--- src/rtl/seg7_scan_mux.sv ---
// seg7_scan_mux: four-digit time-multiplexed 7-segment driver showing a 16-bit value as hex.
// Latency: Digit_idx moves SYNC_STAGES+1 Clk cycles after a Scan_clk rise; An/Seg/Dp follow one cycle later.
// Backpressure: none; Load always accepted, last Load before a frame boundary wins.
//
// Ports: Clk/Reset (async, active-high); Scan_clk (async scan-rate reference, never a clock);
//        Load/Data_in (stage a new value); Blank (force anodes off); An/Seg/Dp (display pins);
//        Digit_idx (digit being driven); Frame_done (pulse on 3->0 wrap); Pending (value awaiting commit).
// Optional: define SEG7_LEADING_ZERO_BLANK_EN to suppress leading zero digits (digit 0 always shown).

module seg7_scan_mux #(
    parameter int           SYNC_STAGES    = 2,
    parameter bit           AN_ACTIVE_LOW  = 1'b1,
    parameter bit           SEG_ACTIVE_LOW = 1'b1,
    parameter logic [3:0]   DP_MASK        = 4'b0000
) (
    input  logic            Clk,
    input  logic            Reset,
    input  logic            Scan_clk,
    input  logic            Load,
    input  logic [15:0]     Data_in,
    input  logic            Blank,
    output logic [3:0]      An,
    output logic [6:0]      Seg,
    output logic            Dp,
    output logic [1:0]      Digit_idx,
    output logic            Frame_done,
    output logic            Pending
);

    localparam logic [3:0] AN_OFF  = AN_ACTIVE_LOW  ? 4'hF  : 4'h0;
    localparam logic [6:0] SEG_OFF = SEG_ACTIVE_LOW ? 7'h7F : 7'h00;
    localparam logic       DP_OFF  = SEG_ACTIVE_LOW ? 1'b1  : 1'b0;

    // Active-high gfedcba patterns for one hex nibble.
    function automatic logic [6:0] hex7(input logic [3:0] n);
        logic [6:0] s;
        case (n)
            4'h0: s = 7'h3F;
            4'h1: s = 7'h06;
            4'h2: s = 7'h5B;
            4'h3: s = 7'h4F;
            4'h4: s = 7'h66;
            4'h5: s = 7'h6D;
            4'h6: s = 7'h7D;
            4'h7: s = 7'h07;
            4'h8: s = 7'h7F;
            4'h9: s = 7'h6F;
            4'hA: s = 7'h77;
            4'hB: s = 7'h7C;
            4'hC: s = 7'h39;
            4'hD: s = 7'h5E;
            4'hE: s = 7'h79;
            default: s = 7'h71;
        endcase
        return s;
    endfunction

    logic [SYNC_STAGES-1:0] sync_q, sync_d;
    logic                   prev_q, prev_d;
    logic                   active_q, active_d;
    logic [1:0]             idx_q, idx_d;
    logic [15:0]            pend_val_q, pend_val_d;
    logic                   pend_flag_q, pend_flag_d;
    logic [15:0]            disp_q, disp_d;
    logic                   frame_done_q, frame_done_d;
    logic [3:0]             an_q, an_d;
    logic [6:0]             seg_q, seg_d;
    logic                   dp_q, dp_d;

    logic                   tick;
    logic                   wrap;
    logic                   commit;
    logic [3:0]             nibble;
    logic [3:0]             onehot;
    logic [6:0]             seg_raw;
    logic                   digit_off;
`ifdef SEG7_LEADING_ZERO_BLANK_EN
    logic [1:0]             msd;
`endif

    always_comb begin
        // Scan-rate edge detection: shift the async reference in, compare with the previous sample.
        sync_d = {sync_q[SYNC_STAGES-2:0], Scan_clk};
        prev_d = sync_q[SYNC_STAGES-1];
        tick   = sync_q[SYNC_STAGES-1] & ~prev_q;

        // First tick only arms the scan; index starts advancing from the second.
        wrap     = tick & active_q & (idx_q == 2'd3);
        active_d = active_q | tick;
        idx_d    = (tick & active_q) ? idx_q + 2'd1 : idx_q;

        // Commit uses the old staged value even if a Load lands on the same cycle.
        commit       = wrap & pend_flag_q;
        disp_d       = commit ? pend_val_q : disp_q;
        pend_val_d   = Load ? Data_in : pend_val_q;
        pend_flag_d  = Load | (pend_flag_q & ~commit);
        frame_done_d = wrap;

        case (idx_q)
            2'd0:    nibble = disp_q[3:0];
            2'd1:    nibble = disp_q[7:4];
            2'd2:    nibble = disp_q[11:8];
            default: nibble = disp_q[15:12];
        endcase
        onehot  = 4'b0001 << idx_q;
        seg_raw = hex7(nibble);

`ifdef SEG7_LEADING_ZERO_BLANK_EN
        msd = 2'd0;
        if (disp_q[7:4]   != 4'h0) msd = 2'd1;
        if (disp_q[11:8]  != 4'h0) msd = 2'd2;
        if (disp_q[15:12] != 4'h0) msd = 2'd3;
        digit_off = (idx_q > msd);
`else
        digit_off = 1'b0;
`endif
        if (digit_off) begin
            seg_raw = 7'h00;
        end

        // Outputs decode the registered index/data, so they lag those by one cycle.
        if (Blank || !active_q) begin
            an_d = AN_OFF;
        end else begin
            an_d = AN_ACTIVE_LOW ? ~onehot : onehot;
        end

        if (!active_q) begin
            seg_d = SEG_OFF;
            dp_d  = DP_OFF;
        end else begin
            seg_d = SEG_ACTIVE_LOW ? ~seg_raw : seg_raw;
            dp_d  = DP_MASK[idx_q] ? ~DP_OFF : DP_OFF;
        end
    end

    always_ff @(posedge Clk or posedge Reset) begin
        if (Reset) begin
            sync_q       <= '0;
            prev_q       <= 1'b0;
            active_q     <= 1'b0;
            idx_q        <= 2'd0;
            pend_val_q   <= 16'h0000;
            pend_flag_q  <= 1'b0;
            disp_q       <= 16'h0000;
            frame_done_q <= 1'b0;
            an_q         <= AN_OFF;
            seg_q        <= SEG_OFF;
            dp_q         <= DP_OFF;
        end else begin
            sync_q       <= sync_d;
            prev_q       <= prev_d;
            active_q     <= active_d;
            idx_q        <= idx_d;
            pend_val_q   <= pend_val_d;
            pend_flag_q  <= pend_flag_d;
            disp_q       <= disp_d;
            frame_done_q <= frame_done_d;
            an_q         <= an_d;
            seg_q        <= seg_d;
            dp_q         <= dp_d;
        end
    end

    assign An         = an_q;
    assign Seg        = seg_q;
    assign Dp         = dp_q;
    assign Digit_idx  = idx_q;
    assign Frame_done = frame_done_q;
    assign Pending    = pend_flag_q;

endmodule

--- config.mk ---
export PLATFORM = sky130hd
export DESIGN_NAME = seg7_scan_mux
export DESIGN_NICKNAME = d
export VERILOG_FILES = /design/src/rtl/seg7_scan_mux.sv
export SDC_FILE = /design/constraint.sdc
export NUM_CORES = 1
export LEC_CHECK = 0
export CAP_MARGIN = 20
export CORE_MARGIN = 2
export CORE_UTILIZATION = 30
export CTS_BUF_LIST = sky130_fd_sc_hd__clkbuf_4 sky130_fd_sc_hd__clkbuf_8 sky130_fd_sc_hd__clkbuf_16
export DETAILED_ROUTE_END_ITERATION = 6
export DONT_BUFFER_PORTS = 1
export PLACE_DENSITY = 0.54
export SLEW_MARGIN = 20
export SYNTH_ARGS = -nofsm -noshare
export SYNTH_HDL_FRONTEND = slang
export SYNTH_SLANG_ARGS = --single-unit
--- constraint.sdc ---
create_clock -name Clk -period 2.7 [get_ports Clk]
set_input_delay 0.405 -clock Clk [delete_from_list [all_inputs] [get_ports Clk]]
set_output_delay 0.405 -clock Clk [all_outputs]
set_load 0.005 [all_outputs]
==> impl_metrics.ini <==
[timing]
max_freq_ghz = 0.414
hold_viol = 0
fin_tns_setup_ns = 0
finalSetupViolCount = 0
rsz0062_at_grt = false
min_period_ns = 2.42
worst_pin_slew_ns = 0.643
slew_violations = 0
whs_ns = 0.00755
finClkSkew_ns = 0.00848
relSlewSlack_pct = 57.2
fin_crit_sh_pct = 89.5

[grt]
met2_usage_pct = 14.0
overflow = 0
grtUsageMet3_pct = 3.02
grt_pass1_vias = 1248
use_met1_pct = 15.7
grt_pass1_wl_um = 6650
antenna_found_initial = 0
top_usage_layer = met1
track_usage_pct = 10.4
grt_max_degree = 26

[synthesis]
synth_edf_count = 0
ys_warn_count = 0
ys_ff_latch = 51
yosysSeqAreaShare_pct = 57.9
syn_area_per_cell_um2 = 13.8
syn-num-nets = 193
async_flop_share_pct = 100
netlist_area_um2 = 2230
synthDistinctLibCells = 38
synthCells = 161
synth_ff_type = dfrtp_1

[clock_network]
cts_buffer_depth = 2
clkSinkCount = 51
cts_max_level = 2
cts_resized = 0
clk_pin_slew_ns = 0.09
numCtsBuffers = 5
cts_tree = built
cts_setup_buffers = 0
holdBufCountCts = 0
cts_root_buf = clkbuf_8
clock_latency_ns = 0.30

[final_layout]
postLayoutCoreUtil_pct = 33.5
drive_gt1_share_pct = 22.3
diodes = 0
nets = 197
syn2layout_area_growth_pct = 8.60

[setup_path]
crit_type = flop to flop
cp-start-kind = flop
cp.arrival_ns = 2.63
crit_path_end_kind = flop
critPathRequiredTime_ns = 2.91
worst-path-max-fanout = 6

[die]
initial_core_util_pct = 30.9
die_width_um = 90.2
fp.dieH_um = 90.2
io_pins = 37
die-area_um2 = 8130
row_count = 31
core_um2 = 7210

[job]
maxCapViolations = 0

[route]
vias = 1256
vias_per_cell = 4.74
drc = 0
routed_wl_um = 3910
wl_per_cell_um = 14.8
drtIter0Drc = 66
drt-pass1-iter-count = 4
ant_nets = 0

[placed_design]
dp_hpwl_um = 3000
port_buffers = 0
gp_congestion = 0.788

[status]
status = complete, no violations

[power]
power_density_nw_per_um2 = 1140
leakage_uw = 0.00104
vdd_drop_max_mv = 0.432

[min_path]
hold_path.class = input pin to asynchronous set/reset pin
[synth_stat cells, types with 2 or more instances]
cell | n | area share [%]
a2111oi_0 | 2 | 0.79
a222oi_1 | 3 | 1.3
o221ai_1 | 2 | 0.79
nor2b_1 | 2 | 0.56
mux2i_1 | 4 | 1.8
inv_1 | 10 | 1.7
a211oi_1 | 2 | 0.67
buf_6 | 2 | 1.0
mux2_1 | 28 | 14
mux2_2 | 6 | 3.0
nand2_1 | 10 | 1.7
inv_2 | 2 | 0.34
dfrtp_1 | 40 | 45
a21oi_1 | 3 | 0.67
a31oi_1 | 2 | 0.56
dfstp_2 | 11 | 13
ha_1 | 11 | 6.2
[layout make-up]
type	count	area [um^2]
well taps	99	124
flip-flops and latches	51	1290
clock buffers	5	68.8
fillers	749	4800
repair buffers	2	15.0
inverters	12	45.0
multi-input cells	93	855
clock inverters	3	18.8
[worst paths after layout]
path | slack, ns | cells after the start | end | startpoint
worst max-delay path | 0.28 | 10 | Seg[0] | Digit_idx[1]
worst min-delay path | 0.008 | 1 | pend_val_q[5] | Reset
worst max register to register | 0.28 | 10 | Seg[0] | Digit_idx[1]
worst min register to register | 0.36 | 0 | sync_q[1] | sync_q[0]
max in group asynchronous | 2.04 | 2 | Seg[0] | Reset
min in group Clk | 0.12 | 0 | sync_q[0] | Scan_clk
[critical path, cell delays in order (launching register included)]
cell and delay (ns):
dfrtp_2 0.44, inv_1 0.08, ha_1 0.24, a222oi_1 0.32, mux2_2 0.29, inv_1 0.10, ha_1 0.24, inv_1 0.08
a211oi_1 0.05, a2111oi_1 0.40, a31oi_1 0.08
[cells in the final DEF, fill, tap and decap left out, types with 3 or more instances in the layout]
cell      netlist  final
mux2_2          6      6
inv_2           2      3
nand2_1        10     10
a21oi_1         3      3
a222oi_1        3      3
dfrtp_1        40     38
mux2i_1         4      4
dfstp_2        11     11
mux2_1         28     28
inv_1          10      9
clkbuf_8        0      5
ha_1           11     11
[registers in the layout, summed over array words and instances (netlist names)]
| register | count |
|---|---|
| Frame_done | 1 |
| disp_q | 16 |
| prev_q | 1 |
| Pending | 1 |
| sync_q | 2 |
| An | 4 |
| Seg | 7 |
| Digit_idx | 2 |
| active_q | 1 |
| pend_val_q | 16 |
[cells by family (layout without fill, tap and decap cells)]
| group | count (synthesis) | count (layout) | share of synthesized area [%] |
|---|---|---|---|
| buffers and inverters | 17 | 22 | 3.76 |
| adder cells (fa/ha/maj) | 11 | 11 | 6.18 |
| multiplexers | 38 | 38 | 19.0 |
| AND/OR/NAND/NOR | 18 | 18 | 3.99 |
| other | 1 | 1 | 0.168 |
| AO/OA/AOI/OAI | 24 | 24 | 8.60 |
| flip-flops | 51 | 51 | 57.9 |
| XOR/XNOR | 1 | 1 | 0.393 |
[layer usage]
layer | up-vias | share of wire (%)
met5 | - | 0
met4 | 0 | 0.92
met3 | 5 | 5.0
met2 | 31 | 43
met1 | 640 | 51
li1 | 580 | -
[report_power, final]
part | switching [uW] | leakage [uW] | internal, uW | total, uW
Sequential | 153 | 0.000583 | 1050 | 1210
Clock | 252 | 0.0000483 | 183 | 435
Combinational | 624 | 0.000412 | 482 | 1110
Total | 1030 | 0.00104 | 1720 | 2750
[per-stage QoR]
step | worst slack (ns) | area (um^2) | total power (uW) | cells
floorplan | 0.516 | 2230 | 2100 | 161
detailed placement | 0.187 | 2330 | 2340 | 257
CTS | 0.173 | 2410 | 2780 | 265
global route | 0.0320 | 2420 | 3000 | 265
global placement | 0.306 | 2330 | 2330 | 257
finish | 0.284 | 2420 | 2750 | 265
No activity file was read; power rests on OpenSTA's default activity.
==> patch 1: new RTL, same settings <==
Take the reset off `pend_val_q` and load it in a clocked block of its own.
--- a/src/rtl/seg7_scan_mux.sv
+++ b/src/rtl/seg7_scan_mux.sv
@@ -140,7 +140,6 @@
             prev_q       <= 1'b0;
             active_q     <= 1'b0;
             idx_q        <= 2'd0;
-            pend_val_q   <= 16'h0000;
             pend_flag_q  <= 1'b0;
             disp_q       <= 16'h0000;
             frame_done_q <= 1'b0;
@@ -152,7 +151,6 @@
             prev_q       <= prev_d;
             active_q     <= active_d;
             idx_q        <= idx_d;
-            pend_val_q   <= pend_val_d;
             pend_flag_q  <= pend_flag_d;
             disp_q       <= disp_d;
             frame_done_q <= frame_done_d;
@@ -160,6 +158,10 @@
             seg_q        <= seg_d;
             dp_q         <= dp_d;
         end
+    end
+
+    always_ff @(posedge Clk) begin
+        pend_val_q <= pend_val_d;
     end
 
     assign An         = an_q;
Check against the original RTL: same outputs for any inputs over 10 cycles, from zero or initial values and one cycle with Reset high; that may be too few to reach the edited logic, so the function may still have changed.
==> patch 1 against the original RTL <==
- total power grew 2.7%
- design area down 4.2%
- sequential share of layout area rose by 5.7 points
- synthesized area decreased by 5.2%
- global-route usage decreased by 0.40 points
- sequential cell count is the same
- maximum frequency down 1.5%
- die area is 4.9% lower
- highest routed layer unchanged
- wire length is 6.9% lower
- setup slack lost 0.037 ns
- worst hold slack improved by 0.065 ns
==> patch 1: results (changes against the original RTL) <==
* Drt first-iter violations at 89 (was 66)
* Wirelength per Cell at 14.9 um (was 14.8 um)
* Static Leak at 0.947 nW (was 1.04 nW)
* Critical Path AT at 2.67 ns (was 2.63 ns)
* Mux contribution to synthesized area at 11.5% (was 19.0%)
* Post-synthesis adder-cell area fraction at 6.52% (was 6.18%)
* Setup Buffers After CTS at 0 (unchanged)
* Antenna violations before repair at 0 (unchanged)
* Measured slew at the worst slew-check pin at 0.635 ns (was 0.643 ns)
* DP HPWL at 2.66 mm (was 3.00 mm)
* Commonest cells post-synth: 24 x dfrtp_1, 17 x mux2_1, 16 x edfxtp_1 (was 40 x dfrtp_1, 28 x mux2_1, 11 x dfstp_2, 11 x ha_1)
* Post-synth EDFFs at 16 (was 0)
* Clock root cell: clkbuf_8 (unchanged)
* Largest net degree at the start of global routing at 36 (was 26)
* Switching power total at 1.07 mW (was 1.03 mW)
* Total track usage at 10.0% (was 10.4%)
* Grt met3 use at 3.30% (was 3.02%)
* DRT Pass-1 Iters at 5 (was 4)
* First-pass GRT wire length at 5.72 mm (was 6.65 mm)
* Met1 usage at 13.1% (was 15.7%)
* Top post-synthesis cells by area: dfrtp_1 28%, edfxtp_1 23%, dfstp_2 14% (was dfrtp_1 45%, mux2_1 14%, dfstp_2 13%)
* XOR/XNOR Fraction of Synth Area at 0.415% (was 0.393%)
* Status: finished, final reports clean (unchanged)
* Sequential-to-total area share from yosys stat at 64.9% (was 57.9%)
* Yosys cell types at 38 (unchanged)
* Max FO, Critical Path at 6 (unchanged)
* Nets at 180 (was 197)
* Num CTS Buffers at 5 (unchanged)
* VDD IR-drop max at 0.434 mV (was 0.432 mV)
* Worst hold-check path type: primary input to asynchronous set/reset pin (unchanged)
* CTS resizes at 0 (unchanged)
* Asr flop ratio synth at 68.6% (was 100%)
* GR met2 Demand/Resource at 15.2% (was 14.0%)
* Gpl congestion at 0.864 (was 0.788)
* Clock Skews at 0.00697 ns (was 0.00848 ns)
* Synth Area in Compound Gates at 9.06% (was 8.60%)
* Via count at 1117 (was 1256)
* Port Buffer Count at 0 (unchanged)
* Share of cells above drive strength 1 at 19.5% (was 22.3%)
## patch 1: cell types whose count changed after synthesis, moves of 5 or more
cell / delta
dfrtp_1: -16
edfxtp_1: +16
mux2_1: -11
mux2_2: -5
## patch 1: kinds of logic (layout without fill, tap and decap cells)
kind of cell | Yosys count | count (layout)
AO/OA/AOI/OAI | 24 | 24
XOR/XNOR | 1 | 1
adder cells (fa/ha/maj) | 11 | 11
buffers and inverters | 15 | 21
flip-flops | 51 | 51
multiplexers | 22 | 22
other | 1 | 1
AND/OR/NAND/NOR | 18 | 18
## patch 1: final cells by class
cell class              instances  area (um^2)
fillers                       667         4480
flip-flops and latches         51         1370
multi-input cells              77          679
well taps                      96          120
clock buffers                   5         68.8
inverters                      12         45.0
clock inverters                 3         25.0
repair buffers                  1         7.51
## patch 1: path summary, 6_finish.rpt
path | startpoint | end | slack [ns] | depth (start not counted)
worst max-delay path | Digit_idx[0] | Seg[0] | 0.25 | 10
worst min register to register | sync_q[0] | sync_q[1] | 0.36 | 0
worst min-delay path | Reset | Pending | 0.07 | 2
max in group asynchronous | Reset | An[3] | 2.29 | 2
worst max register to register | Digit_idx[0] | Seg[0] | 0.25 | 10
min in group Clk | Scan_clk | sync_q[0] | 0.12 | 0
## patch 1: power by group through the flow
stage	registers, mW	clock network [mW]	logic [mW]
detailed placement	1.26	0	1.09
global placement	1.25	0	1.04
global route	1.26	0.514	1.26
CTS	1.24	0.483	1.10
floorplan	1.19	0	0.905
finish	1.23	0.464	1.13
## patch 1: layer usage
| metal | part of all wire, % | wire length [um] |
|---|---|---|
| met1 | 47 | 1700 |
| met2 | 46 | 1680 |
| met3 | 5.8 | 211 |
| met4 | 1.5 | 55 |
| met5 | 0 | 0 |
## patch 1: through the flow
stage	area, um^2	worst slack (ns)	power [mW]	cells	utilization [%]
global route	2320	0.00748	3.04	245	34.1
CTS	2310	0.0949	2.82	245	34.0
floorplan	2110	0.459	2.10	143	-
finish	2320	0.247	2.82	245	34.1
global placement	2220	0.266	2.29	237	32.6
detailed placement	2220	0.133	2.34	237	32.6
==> patch 2: new RTL, same flow settings <==
Made on the original files. Set the parameter `SEG_ACTIVE_LOW` to 1'b0 (it was 1'b1).
--- a/src/rtl/seg7_scan_mux.sv
+++ b/src/rtl/seg7_scan_mux.sv
@@ -10,7 +10,7 @@
 module seg7_scan_mux #(
     parameter int           SYNC_STAGES    = 2,
     parameter bit           AN_ACTIVE_LOW  = 1'b1,
-    parameter bit           SEG_ACTIVE_LOW = 1'b1,
+    parameter bit           SEG_ACTIVE_LOW = 1'b0,
     parameter logic [3:0]   DP_MASK        = 4'b0000
 ) (
     input  logic            Clk,
Function: changed (Yosys sat finds a counterexample within 4 cycles, from zero or initial values and one cycle with Reset high).
==> patch 2 against the original RTL <==
- utilization about the same
- total power rose by 2.0%
- design area shrank 0.10%
- count of clock-buffer cells in the layout rose by 1
- worst hold slack gained 0.048 ns
- synthesized area is 0.11% lower
- setup slack better by 0.015 ns
- wire length down 0.49%
- sequential cell count unchanged
- critical path type unchanged
- largest power group unchanged
- highest routed layer unchanged
==> patch 2: results (changes against the original RTL) <==
* Critical Path AT at 2.59 ns (was 2.63 ns)
* Critical Path Start: Digit_idx[0] (was Digit_idx[1])
* Post-synthesis adder-cell area fraction at 6.19% (was 6.18%)
* Status: finished, final reports clean (unchanged)
* Yosys cell types at 36 (was 38)
* WL final at 3.90 mm (was 3.91 mm)
* Non-Clock Buffer Count at 1 (was 2)
* Static Leak at 1.05 nW (was 1.04 nW)
* Placed inst area at 2300 um^2 (was 2330 um^2)
* Top post-synthesis cells by area: dfrtp_1 53%, mux2_2 18%, ha_1 6.2% (was dfrtp_1 45%, mux2_1 14%, dfstp_2 13%)
* Drt first-iter violations at 57 (was 66)
* Mux contribution to synthesized area at 19.2% (was 19.0%)
* ClkCell Share at 4.87% (was 3.62%)
* Syn nets at 195 (was 193)
* DP HPWL at 2.81 mm (was 3.00 mm)
* Vias in the first global route at 1185 (was 1248)
* Wirelength per Cell at 14.8 um (about the same)
* Pre-CTS WS at 0.351 ns (was 0.187 ns)
* VDD IR-drop max at 0.308 mV (was 0.432 mV)
* Placed Cells at 256 (was 257)
* Total track usage at 10.1% (was 10.4%)
* CP max-delay cell: mux2i_1 (was dfrtp_2)
* Syn Area/Cell at 13.6 um^2 (was 13.8 um^2)
* Non-clock buffer share of cell area at 0.311% (was 0.621%)
* Hold slack at 0.0558 ns (was 0.00755 ns)
* Worst R2R End: Seg[0] (unchanged)
* #MultiIn Comb at 91 (was 93)
* Post-Syn Area at 2220 um^2 (was 2230 um^2)
* Register share of the cell area at 53.0% (was 53.4%)
* Clock Skews at 0.00650 ns (was 0.00848 ns)
==> patch 2: cell types whose count changed after synthesis, sizes merged, moves of 3 or more <==
| cell | unedited run | this run |
|---|---|---|
| nand2 | 11 | 7 |
| buf | 4 | 7 |
| nor2 | 2 | 5 |
| dfrtp | 40 | 47 |
| dfstp | 11 | 4 |
==> patch 2: per-layer routing <==
metal / wire, um / GRT usage, % / vias to the layer above
met2: 1740 / 14.3 / 30
met3: 210 / 3.69 / 5
met1: 1900 / 14.2 / 614
met5: 0 / 0 / -
li1: - / - / 562
met4: 43 / 3.46 / 0
==> patch 2: worst max-delay path, delay by kind of cell (launching register included) <==
kind                     cells  cell delay, ns
flip-flops                   1            0.48
AO/OA/AOI/OAI                3            0.40
multiplexers                 1            0.79
adder cells (fa/ha/maj)      1            0.25
buffers and inverters        1            0.12
AND/OR/NAND/NOR              1            0.26
==> patch 2: report_power, final <==
group          switching, mW  internal [mW]
combinational          0.589          0.508
sequential             0.151           1.01
clock                  0.243          0.300
